--- src/rtl/ofdm_rx_pkg.sv ---
// Shared OFDM RX definitions: rate codes, carrier counts, modulation
// classification helpers and the deinterleaver scheduler state type.
package ofdm_rx_pkg;

  // Legacy 802.11a 4-bit RATE field codes
  localparam logic [3:0] RATE_6M  = 4'hB;
  localparam logic [3:0] RATE_9M  = 4'hF;
  localparam logic [3:0] RATE_12M = 4'hA;
  localparam logic [3:0] RATE_18M = 4'hE;
  localparam logic [3:0] RATE_24M = 4'h9;
  localparam logic [3:0] RATE_36M = 4'hD;
  localparam logic [3:0] RATE_48M = 4'h8;
  localparam logic [3:0] RATE_54M = 4'hC;

  // Single-stream HT MCS codes
  localparam logic [3:0] MCS0 = 4'd0;
  localparam logic [3:0] MCS1 = 4'd1;
  localparam logic [3:0] MCS2 = 4'd2;
  localparam logic [3:0] MCS3 = 4'd3;
  localparam logic [3:0] MCS4 = 4'd4;
  localparam logic [3:0] MCS5 = 4'd5;
  localparam logic [3:0] MCS6 = 4'd6;
  localparam logic [3:0] MCS7 = 4'd7;

  // Legacy BPSK 1/2 rate used for the SIGNAL symbol
  localparam logic [7:0] SIG_RATE_LEGACY = 8'h0B;

  // Data carriers per symbol
  localparam logic [5:0] NC_LEGACY = 6'd48;
  localparam logic [5:0] NC_HT     = 6'd52;

  // Modulation class, numerically equal to the class index 0..3
  typedef enum logic [2:0] {
    MOD_BPSK    = 3'd0,
    MOD_QPSK    = 3'd1,
    MOD_16QAM   = 3'd2,
    MOD_64QAM   = 3'd3,
    MOD_INVALID = 3'd4
  } mod_class_t;

  typedef enum logic [2:0] {
    ST_IDLE,
    ST_RST_SIG,
    ST_SIG_IN,
    ST_SIG_DRAIN,
    ST_WAIT_RATE,
    ST_RST_DATA,
    ST_DATA_IN,
    ST_DATA_DRAIN
  } sched_state_t;

  // Map {ht, code} to the deinterleaver's modulation class
  function automatic mod_class_t n_bpsc_div2(input logic ht, input logic [3:0] code);
    mod_class_t m;
    m = MOD_INVALID;
    if (ht) begin
      case (code)
        MCS0:             m = MOD_BPSK;
        MCS1, MCS2:       m = MOD_QPSK;
        MCS3, MCS4:       m = MOD_16QAM;
        MCS5, MCS6, MCS7: m = MOD_64QAM;
        default:          m = MOD_INVALID;
      endcase
    end else begin
      case (code)
        RATE_6M,  RATE_9M:  m = MOD_BPSK;
        RATE_12M, RATE_18M: m = MOD_QPSK;
        RATE_24M, RATE_36M: m = MOD_16QAM;
        RATE_48M, RATE_54M: m = MOD_64QAM;
        default:            m = MOD_INVALID;
      endcase
    end
    return m;
  endfunction

  // Output pairs per symbol (NCBPS/2); zero for an unknown rate
  function automatic logic [7:0] pair_target(input logic ht, input logic [3:0] code);
    logic [7:0] base;
    logic [7:0] pt;
    base = ht ? 8'd26 : 8'd24;
    case (n_bpsc_div2(ht, code))
      MOD_BPSK:  pt = base;
      MOD_QPSK:  pt = base << 1;
      MOD_16QAM: pt = base << 2;
      MOD_64QAM: pt = (base << 2) + (base << 1);
      default:   pt = 8'd0;
    endcase
    return pt;
  endfunction

endpackage

--- src/rtl/deint_sched_if.sv ---
// Deinterleaver control bus: the scheduler masters it, the deinterleaver
// answers with its output-pair strobe.
interface deint_sched_if;
  logic       deint_enable;
  logic       deint_reset;
  logic [7:0] deint_rate;
  logic       deint_input_strobe;
  logic       deint_output_strobe;

  modport master (
    output deint_enable,
    output deint_reset,
    output deint_rate,
    output deint_input_strobe,
    input  deint_output_strobe
  );

  modport slave (
    input  deint_enable,
    input  deint_reset,
    input  deint_rate,
    input  deint_input_strobe,
    output deint_output_strobe
  );
endinterface

--- src/rtl/deint_rate_decode.sv ---
// Combinational rate decoder: validity, carriers per symbol and output-pair
// target. Shared with the demapper control.
module deint_rate_decode
  import ofdm_rx_pkg::*;
(
  input  logic [7:0] rate,
  output logic       valid,
  output logic [5:0] nc,
  output logic [7:0] pt
);

  // Bits [6:4] carry no information for the deinterleaver
  logic unused_rate_bits;
  assign unused_rate_bits = ^rate[6:4];

  // Classify the rate and derive the per-symbol counts
  always_comb begin
    valid = (n_bpsc_div2(rate[7], rate[3:0]) != MOD_INVALID);
    nc    = rate[7] ? NC_HT : NC_LEGACY;
    pt    = pair_target(rate[7], rate[3:0]);
  end

endmodule

--- src/rtl/deint_sched.sv ---
// Per-packet deinterleaver sequencer: one SIGNAL symbol at the legacy rate,
// then N data symbols at the decoded rate, with backpressure while draining.
module deint_sched
  import ofdm_rx_pkg::*;
#(
  parameter logic [7:0] SIG_RATE      = SIG_RATE_LEGACY,
  parameter int         DRAIN_TIMEOUT = 255,
  parameter int         SYM_CNT_W     = 16
) (
  input  logic                 clock,
  input  logic                 reset,
  input  logic                 enable,
  input  logic                 pkt_start,
  input  logic                 data_rate_valid,
  input  logic [7:0]           data_rate,
  input  logic [SYM_CNT_W-1:0] num_data_sym,
  input  logic                 carrier_strobe,
  output logic                 carrier_ready,
  deint_sched_if.master        deint,
  output logic                 sym_done,
  output logic                 pkt_done,
  output logic [2:0]           err
);

  localparam int TMR_W = $clog2(DRAIN_TIMEOUT + 1);
  localparam logic [TMR_W-1:0] TMR_LAST = TMR_W'(DRAIN_TIMEOUT - 1);

  sched_state_t         state, state_n;
  logic [5:0]           car_cnt, car_cnt_n;
  logic [7:0]           out_cnt, out_cnt_n;
  logic [TMR_W-1:0]     tmr, tmr_n;
  logic [SYM_CNT_W-1:0] sym_cnt, sym_cnt_n;
  logic [7:0]           rate_q, rate_n;
  logic [2:0]           err_n;
  logic                 sym_done_n, pkt_done_n;
  logic                 abort_rst, abort_rst_n;

  logic       cur_valid_unused;
  logic [5:0] cur_nc;
  logic [7:0] cur_pt;
  logic       new_valid;
  logic [5:0] new_nc_unused;
  logic [7:0] new_pt_unused;

  // Counts for the rate currently programmed into the deinterleaver
  deint_rate_decode u_cur_decode (
    .rate  (rate_q),
    .valid (cur_valid_unused),
    .nc    (cur_nc),
    .pt    (cur_pt)
  );

  // Validity of the rate offered by the SIGNAL/HT-SIG parser
  deint_rate_decode u_new_decode (
    .rate  (data_rate),
    .valid (new_valid),
    .nc    (new_nc_unused),
    .pt    (new_pt_unused)
  );

  assign carrier_ready            = (state == ST_SIG_IN) || (state == ST_DATA_IN);
  assign deint.deint_input_strobe = carrier_strobe & carrier_ready & enable;
  assign deint.deint_enable       = enable && (state != ST_IDLE);
  assign deint.deint_reset        = reset || abort_rst ||
                                    (state == ST_RST_SIG) || (state == ST_RST_DATA);
  assign deint.deint_rate         = rate_q;

  // Next-state, counter and pulse logic; everything holds while enable is low
  always_comb begin
    state_n     = state;
    car_cnt_n   = car_cnt;
    out_cnt_n   = out_cnt;
    tmr_n       = tmr;
    sym_cnt_n   = sym_cnt;
    rate_n      = rate_q;
    err_n       = err;
    sym_done_n  = 1'b0;
    pkt_done_n  = 1'b0;
    abort_rst_n = 1'b0;
    if (enable) begin
      if (carrier_strobe && !carrier_ready) err_n[0] = 1'b1;
      if (pkt_start) begin
        state_n   = ST_RST_SIG;
        car_cnt_n = '0;
        out_cnt_n = '0;
        tmr_n     = '0;
        sym_cnt_n = '0;
        rate_n    = SIG_RATE;
        err_n     = 3'b000;
      end else begin
        case (state)
          ST_IDLE: state_n = ST_IDLE;
          ST_RST_SIG: state_n = ST_SIG_IN;
          ST_RST_DATA: state_n = ST_DATA_IN;
          ST_SIG_IN, ST_DATA_IN: begin
            if (deint.deint_input_strobe) begin
              if (car_cnt == cur_nc - 6'd1) begin
                car_cnt_n = '0;
                out_cnt_n = '0;
                tmr_n     = '0;
                state_n   = (state == ST_SIG_IN) ? ST_SIG_DRAIN : ST_DATA_DRAIN;
              end else begin
                car_cnt_n = car_cnt + 6'd1;
              end
            end
          end
          ST_SIG_DRAIN, ST_DATA_DRAIN: begin
            if (deint.deint_output_strobe && (out_cnt == cur_pt - 8'd1)) begin
              out_cnt_n  = '0;
              tmr_n      = '0;
              sym_done_n = 1'b1;
              if (state == ST_SIG_DRAIN) begin
                state_n = ST_WAIT_RATE;
              end else begin
                sym_cnt_n = sym_cnt - SYM_CNT_W'(1);
                if (sym_cnt == SYM_CNT_W'(1)) begin
                  pkt_done_n = 1'b1;
                  state_n    = ST_IDLE;
                end else begin
                  state_n = ST_DATA_IN;
                end
              end
            end else if (tmr == TMR_LAST) begin
              err_n[2]    = 1'b1;
              abort_rst_n = 1'b1;
              out_cnt_n   = '0;
              tmr_n       = '0;
              state_n     = ST_IDLE;
            end else begin
              tmr_n = tmr + TMR_W'(1);
              if (deint.deint_output_strobe) out_cnt_n = out_cnt + 8'd1;
            end
          end
          ST_WAIT_RATE: begin
            if (data_rate_valid) begin
              if (!new_valid) begin
                err_n[1] = 1'b1;
                state_n  = ST_IDLE;
              end else if (num_data_sym == '0) begin
                pkt_done_n = 1'b1;
                state_n    = ST_IDLE;
              end else begin
                rate_n    = data_rate;
                sym_cnt_n = num_data_sym;
                state_n   = ST_RST_DATA;
              end
            end
          end
          default: state_n = ST_IDLE;
        endcase
      end
    end
  end

  // State, counter and output registers with synchronous reset
  always_ff @(posedge clock) begin
    if (reset) begin
      state     <= ST_IDLE;
      car_cnt   <= '0;
      out_cnt   <= '0;
      tmr       <= '0;
      sym_cnt   <= '0;
      rate_q    <= SIG_RATE;
      err       <= 3'b000;
      sym_done  <= 1'b0;
      pkt_done  <= 1'b0;
      abort_rst <= 1'b0;
    end else begin
      state     <= state_n;
      car_cnt   <= car_cnt_n;
      out_cnt   <= out_cnt_n;
      tmr       <= tmr_n;
      sym_cnt   <= sym_cnt_n;
      rate_q    <= rate_n;
      err       <= err_n;
      sym_done  <= sym_done_n;
      pkt_done  <= pkt_done_n;
      abort_rst <= abort_rst_n;
    end
  end

endmodule
--- src/flat_wrapper.sv ---
// flat-port wrapper written by rule: the top's interface ports become plain ports
module deint_sched_flat import ofdm_rx_pkg::*;
#(
  parameter logic [7:0] SIG_RATE      = SIG_RATE_LEGACY,
  parameter int         DRAIN_TIMEOUT = 255,
  parameter int         SYM_CNT_W     = 16
)
  (clock, reset, enable, pkt_start, data_rate_valid, data_rate, num_data_sym, carrier_strobe, carrier_ready, sym_done, pkt_done, err, deint_deint_enable, deint_deint_reset, deint_deint_rate, deint_deint_input_strobe, deint_deint_output_strobe);
  deint_sched_if deint_i ();
  input  logic clock;
  input  logic reset;
  input  logic enable;
  input  logic pkt_start;
  input  logic data_rate_valid;
  input  logic [7:0] data_rate;
  input  logic [SYM_CNT_W-1:0] num_data_sym;
  input  logic carrier_strobe;
  output logic carrier_ready;
  output logic sym_done;
  output logic pkt_done;
  output logic [2:0] err;
  output wire logic [$bits(deint_i.deint_enable)-1:0] deint_deint_enable;
  output wire logic [$bits(deint_i.deint_reset)-1:0] deint_deint_reset;
  output wire logic [$bits(deint_i.deint_rate)-1:0] deint_deint_rate;
  output wire logic [$bits(deint_i.deint_input_strobe)-1:0] deint_deint_input_strobe;
  input wire logic [$bits(deint_i.deint_output_strobe)-1:0] deint_deint_output_strobe;
  assign deint_deint_enable = deint_i.deint_enable;
  assign deint_deint_reset = deint_i.deint_reset;
  assign deint_deint_rate = deint_i.deint_rate;
  assign deint_deint_input_strobe = deint_i.deint_input_strobe;
  assign deint_i.deint_output_strobe = deint_deint_output_strobe;
  deint_sched #(.SIG_RATE(SIG_RATE), .DRAIN_TIMEOUT(DRAIN_TIMEOUT), .SYM_CNT_W(SYM_CNT_W)) u_core (.clock(clock), .reset(reset), .enable(enable), .pkt_start(pkt_start), .data_rate_valid(data_rate_valid), .data_rate(data_rate), .num_data_sym(num_data_sym), .carrier_strobe(carrier_strobe), .carrier_ready(carrier_ready), .deint(deint_i), .sym_done(sym_done), .pkt_done(pkt_done), .err(err));
endmodule
--- config.mk ---
export PLATFORM = sky130hd
export DESIGN_NAME = deint_sched_flat
export DESIGN_NICKNAME = d
export VERILOG_FILES = /design/src/rtl/ofdm_rx_pkg.sv /design/src/rtl/deint_sched_if.sv /design/src/rtl/deint_rate_decode.sv /design/src/rtl/deint_sched.sv /design/src/flat_wrapper.sv
export SDC_FILE = /design/constraint.sdc
export NUM_CORES = 1
export LEC_CHECK = 0
export CORE_MARGIN = 2
export CORE_UTILIZATION = 50
export CTS_BUF_LIST = sky130_fd_sc_hd__clkbuf_16
export CTS_CLUSTER_DIAMETER = 200
export DETAILED_ROUTE_END_ITERATION = 12
export PLACE_DENSITY = 0.79
export SYNTH_ARGS = -nofsm -noshare
export SYNTH_HDL_FRONTEND = slang
export SYNTH_SLANG_ARGS = --single-unit
--- constraint.sdc ---
create_clock -name clock -period 2.7 [get_ports clock]
set_input_delay 0.405 -clock clock [delete_from_list [all_inputs] [get_ports clock]]
set_output_delay 0.405 -clock clock [all_outputs]
set_load 0.01 [all_outputs]
Word level (Yosys, flattened, before mapping)
Memories as Yosys holds them, arrays and structs flattened. A register that Yosys moved wholly into a read port is not among the register bits.
Cells that the tools add are included.
Widths: inputs -> output; s select.
{"block": "totals", "romBits": 128, "ram_bits": 0, "ff_bits": 55, "n_memories": 4, "output_inout_bits": 17, "latchBits": 0}
{"block": "classes", "n_reduce_logical": 36, "div_mod_pow": 0, "bitwise_logic": 4, "shift": 0, "mux": 68, "eq_ne": 27, "multipliers": 0, "n_lt_le_gt_ge": 0, "n_addsub": 7}
{"name": "(no name shown)", "depth": 16, "word_bits": 3, "rd": 1, "rd_clocked_by_memory_dff": 1, "wr": 0, "line": "ofdm_rx_pkg.sv:65", "text": "case (code)"}
{"name": "(no name shown)", "depth": 16, "word_bits": 3, "rd": 1, "rd_clocked_by_memory_dff": 0, "wr": 0, "line": "ofdm_rx_pkg.sv:65"}
{"name": "(no name shown)", "depth": 8, "word_bits": 2, "rd": 1, "rd_clocked_by_memory_dff": 1, "wr": 0, "line": "ofdm_rx_pkg.sv:57", "text": "case (code)"}
{"name": "(no name shown)", "depth": 8, "word_bits": 2, "rd": 1, "rd_clocked_by_memory_dff": 0, "wr": 0, "line": "ofdm_rx_pkg.sv:57"}
{"op": "$mux 8", "count": 14}
{"op": "$mux 16", "count": 6}
{"op": "$mux 3", "count": 18}
{"op": "$pmux 16 s2", "count": 1}
{"op": "$pmux 8 s2", "count": 2}
{"op": "$pmux 8 s4", "count": 1}
{"op": "$mux 6", "count": 4}
{"op": "$pmux 3 s6", "count": 1}
{"op": "$add 8x1->8 const B", "count": 2}
{"op": "$eq 16x1->1 const B", "count": 1}
{"op": "$logic_not 16->1", "count": 1}
{"op": "$mux 1", "count": 16}
{"op": "$reduce_bool 2->1", "count": 8}
{"op": "$sub 16x1->16 const B", "count": 1}
{"op": "$ne 3x3->1 const B", "count": 5}
{"op": "$reduce_and 5->1", "count": 3}
{"op": "$eq 3x2->1 const B", "count": 4}
{"op": "$eq 3x3->1 const B", "count": 4}
{"op": "$reduce_and 4->1", "count": 3}
{"op": "$ne 3x2->1 const B", "count": 3}
{"op": "$reduce_bool 3->1", "count": 3}
{"op": "$add 7x6->8", "count": 1}
{"op": "$eq 8x8->1", "count": 1}
{"op": "$eq 8x8->1 const B", "count": 1}
{"op": "other kinds (24)", "count": 38}

Depth between registers and ports, before layout
{"block": "logic_depth", "word_depth": 10, "depth_mapped": 12, "depth_no_buf": 9}

Hierarchy
A second synthesis with hierarchy kept.
{"block": "unflattened", "hier_cells": 520, "hier_area_um2": 4160.2}
{"mod": "deint_sched", "area_per_inst_um2": 3668.5, "seq_area_each_um2": 1101.1, "cells_per_inst": 446, "instances": 1}
{"mod": "deint_rate_decode at u_core.u_cur_decode", "area_per_inst_um2": 251.5, "seq_area_each_um2": 0.0, "cells_per_inst": 37, "instances": 1}
{"mod": "deint_rate_decode at u_core.u_new_decode", "area_per_inst_um2": 240.2, "seq_area_each_um2": 0.0, "cells_per_inst": 37, "instances": 1}

Least setup slack after synthesis
No wires, ideal clock.
{"block": "synth_timing", "path_type": "register to register", "from": "reg u_core.rate_q[7] (netlist: u_core.deint.deint_rate[7])", "to": "reg u_core.sym_cnt[5]", "setup_ps": 70, "arrival_ps": 2809, "synth_period_minus_slack_ps": 2879, "path_slack_ps": -179, "path_stages_with_launch": 11, "n_path_buf": 1, "t_required_ps": 2630, "path_cell_list": "dfxtp_1 -> buf_4 -> or4b_4 -> ha_1 -> nor3b_1 -> o21ai_0 -> nor4b_1 -> nor4_4 -> a21boi_2 -> or4_1 -> a21oi_1"}
{"block": "synth_via", "elab_chain_len": 8, "elab_cells_between_ends": 13, "cone_classes": "2 x add/sub; 5 x eq/ne; 3 x mux; 3 x reduce/logical"}
{"item": "from (decl)", "line": "deint_sched.sv:33", "text": "logic [7:0] rate_q, rate_n;"}
{"item": "from (signal assigned)", "line": "deint_sched.sv:174", "text": "rate_q <= rate_n;"}
{"item": "$mux 2 / $mux 3 (equally long branches)", "line": "ofdm_rx_pkg.sv:80, ofdm_rx_pkg.sv:56"}
{"item": "$add 7x6->8 (tied with other cells)", "line": "ofdm_rx_pkg.sv:85", "text": "MOD_64QAM: pt = (base << 2) + (base << 1);"}
{"item": "$pmux 8 s4 (*)", "line": "ofdm_rx_pkg.sv:81", "text": "case (n_bpsc_div2(ht, code))"}
{"item": "$sub 8x1->8 (*)", "line": "deint_sched.sv:108", "text": "if (deint.deint_output_strobe && (out_cnt == cur_pt - 8'd1)) begin"}
{"item": "$eq 8x8->1 (*)", "line": "deint_sched.sv:108"}
{"item": "$logic_and 1x1->1 (*)", "line": "deint_sched.sv:108"}
{"item": "$ne 3x2->1 (no source line) (*)"}
{"item": "$reduce_and 7->1 (no source line) (*)"}
{"item": "to (signal assigned)", "line": "deint_sched.sv:173", "text": "sym_cnt <= sym_cnt_n;"}
{"item": "to (decl)", "line": "deint_sched.sv:32", "text": "logic [SYM_CNT_W-1:0] sym_cnt, sym_cnt_n;"}
Mark *: on every way between the ends. The rest lies on a longest branch, timed or not.
A chain may end at the register's enable or synchronous reset.

==> summary.txt <==
Outcome
  • Status: finished clean

Logic synthesis
  • Cells after synthesis: around 450
  • Synth cell types: slightly above 60
  • Post-Syn Area: 0.00356 mm²
  • Yosys reg bits: 60
  • Largest area contributor in the netlist: dfxtp_1
  • Synth Area per Inst: 7.88 µm²
  • Dominant cells by area after synthesis: dfxtp_1 (34%), nor2_1 (6.1%), xor2_1 (5.9%)
  • Async S/R FF share, synth: 0%
  • Synth Warn #: 0
  • Syn_nets: 492
  • Seq/Total Area, Yosys: 33.7%
  • Post-synth EDFFs: 0
  • Synth top area share: 33.7%
  • Synth cell count leaders: dfxtp_1 (60), nor2_1 (58), nand2_1 (37)
  • Most common flop cell mapped by yosys: dfxtp_1
  • Most common cell in the netlist: dfxtp_1

Power
  • Leak: 1.73 nW
  • Power Dens Cells: 481 mW/mm²
  • Total power: 2.27 mW
  • Max VDD drop: ~0.00044 V

Clock network
  • Clock sink total: 60
  • Post-CTS repair timing setup buffer count: 0
  • CTS clock-pin slew for the worst setup and hold paths: 0.05 ns
  • Total CTS buffers: 9
  • CTS H-tree depth: 3
  • Clk buf depth: 2
  • CTS tree: done
  • Later-pin clock latency in the skew report: 0.33 ns
  • Hold_buf cts: 0
  • Clk root buf: clkbuf_16

Timing
  • Hold_ws: 0.496 ns
  • Setup TNS: 0 ns
  • Tcrit/Tclk final: 99.3%
  • Tightest Pin Transition: ~0.46 ns
  • Slew HR: 68.9%
  • Final setup viols: 0
  • Crit path time final: 2.68 ns
  • Layout Skew: approximately 0.0047 ns
  • Fmax achieved: 373 MHz
  • Hold Vio Cnt, Final: 0
  • Final slew viol count: 0
  • RSZ-0062 raised after global routing: true

Worst setup path
  • CP delay by family, top: simple AND/OR/NAND/NOR gates
  • Kind of critical path: flip-flop to flip-flop
  • CP peak stage delay: between 0.5 and 0.6 ns
  • Cell mode on critical path: a21oi_1
  • Critical Path AT: slightly below 3 ns
  • CP Cell Sequence: or4b_4 > ha_4 > o211ai_1 > a21oi_1 > o311ai_2 > nor4_4 > buf_6 > a211o_1 > buf_12 > nand4_1 > a21oi_1
  • Worst path slowest cell: or4b_4
  • Startpoint Class: flip-flop
  • Critical path peak fanout: 16
  • CP endpoint kind: flip-flop
  • Worst Path Required: 2.95 ns
  • WP buf/inv: 2

Floorplanning
  • Initial Util: 52.1%
  • Chip Width: ~88 µm
  • Cell row count: 30
  • Core area: roughly 0.0068 mm²
  • Die ar.: roughly 0.008 mm²
  • I/O pin total: 48
  • Chip Height: 88.4 µm

Global route
  • Largest net degree at the start of global routing: 42
  • Number of global-route vias before repair: 3,383
  • Initial antenna violation count: 0
  • All-layer global routing usage: 25.7%
  • Congestion Overflow GR: 0
  • First-pass GRT wire length: 15.7 mm

Cells and area
  • N_diodes: 0
  • Area Overhead vs Synth: 32.3%
  • Finished Layout Cells: 628
  • Share of layout cells above drive strength 1: 14.3%
  • Final net count: 567
  • Final cell utilization of the core: 68.9%

Drt
  • Router iterations before antenna repair: 6
  • Initial detailed-routing violation count: 262
  • Via count: 3,642
  • Drt wl/cell: 15.4 µm
  • Post-Route WL: between 9 and 10 mm
  • Residual DRC count: 0
  • Vias per inst: between 5 and 6
  • Final ANT Viol Nets: 0

Placed design
  • Placed cells: 612
  • I/O Buffers: 47
  • GP Congestion: 0.864
  • HPWL after detailed placement: 6.89 mm

Job
  • Max_cap viols: 0

Hold path
  • Hold Crit Class: flip-flop to flip-flop
layout make-up:
type | count | area (µm²)
clock buffers | 9 | 225
fillers | 564 | 2120
multi-input cells | 358 | 2290
well taps | 96 | 120
flip-flops and latches | 60 | 1200
repair buffers | 87 | 791
inverters | 11 | 41.3
clock inverters | 7 | 36.3
per-layer routing:
| layer | wire length [µm] | GRT usage (%) | vias up |
|---|---|---|---|
| li1 | - | - | 1783 |
| met1 | 4280 | 33.3 | 1712 |
| met2 | 4680 | 42.1 | 130 |
| met3 | 535 | 6.53 | 17 |
| met4 | 172 | 8.26 | 0 |
| met5 | 0 | 0 | - |
path summary, 6_finish.rpt:
check / from / to / slack, ns / cells after the start
worst max-delay path: flip-flop / u_core.sym_cnt[0] / 0.02 / 11
worst min-delay path: u_core.tmr[1] / u_core.tmr[1] / 0.50 / 2
worst max register to register: flip-flop / u_core.sym_cnt[0] / 0.02 / 11
worst min register to register: u_core.tmr[1] / u_core.tmr[1] / 0.50 / 2
layout by cell type, fill, tap and decap left out, types with 3 or more instances in the layout:
cell type / n
nor3_1: 12
nand2_1: 37
or3_1: 4
and3_1: 4
a22oi_1: 4
a211oi_1: 6
inv_1: 13
a2111oi_0: 9
nor4_1: 9
xnor2_1: 10
nand3b_1: 4
nand4_1: 10
nand3_1: 15
a21oi_1: 31
o21a_1: 3
dfxtp_1: 59
clkdlybuf4s50_1: 47
nor2b_1: 11
xor2_1: 24
o211ai_1: 3
o21ai_0: 17
nor2_1: 58
o21ai_2: 3
clkbuf_16: 9
nand2b_1: 14
ha_1: 8
buf_4: 37
nor4bb_1: 3
o21ai_1: 8
nor3b_1: 3
metrics by stage:
stage,instance area [µm²],setup WS [ns]
after floorplan,3590,0.00708
after global placement,4400,-0.0452
after detailed placement,4400,-0.112
after CTS,4670,-0.0265
after global routing,4710,-0.109
final,4710,0.0184
worst reg2reg max path, stage by stage (launching register included):
cell	delay [ns]
dfxtp_1	0.31
or4b_4	0.57
ha_4	0.29
o211ai_1	0.08
a21oi_1	0.16
o311ai_2	0.15
nor4_4	0.25
buf_6	0.17
a211o_1	0.17
buf_12	0.16
nand4_1	0.13
a21oi_1	0.18
registers in the layout, indices dropped and copies added (netlist names), named ones only:
name,count
u_core.out_cnt,8
u_core.sym_cnt,16
u_core.state,3
u_core.car_cnt,6
u_core.abort_rst,1
u_core.sym_done,1
u_core.deint.deint_rate,8
u_core.err,3
u_core.tmr,8
u_core.pkt_done,1
kinds of logic (layout without fill, tap and decap cells):
| logic type | Yosys count | count (layout) | synth area share, % |
|---|---|---|---|
| xor+xnor | 34 | 34 | 8.37 |
| compound gates | 112 | 112 | 20.7 |
| fa+ha+maj | 9 | 9 | 3.16 |
| buf+inv | 34 | 114 | 3.76 |
| mux | 1 | 1 | 0.281 |
| flops | 60 | 60 | 33.7 |
| simple gates | 202 | 202 | 30.0 |
repair_timing:
action,CTS,global route
endpoints found under the hold margin,0,0
endpoints found under the setup margin,14,38
gates resized for setup,2,19
pin swaps,8,3
power breakdown:
group | switching, mW | total [mW] | internal [mW] | leakage, nW
combinational | 0.169 | 0.336 | 0.167 | 1.11
sequential | 0.0236 | 0.927 | 0.903 | 0.486
clock | 0.398 | 1.00 | 0.606 | 0.131
total | 0.591 | 2.27 | 1.68 | 1.73
No activity file was read; power rests on OpenSTA's default activity.
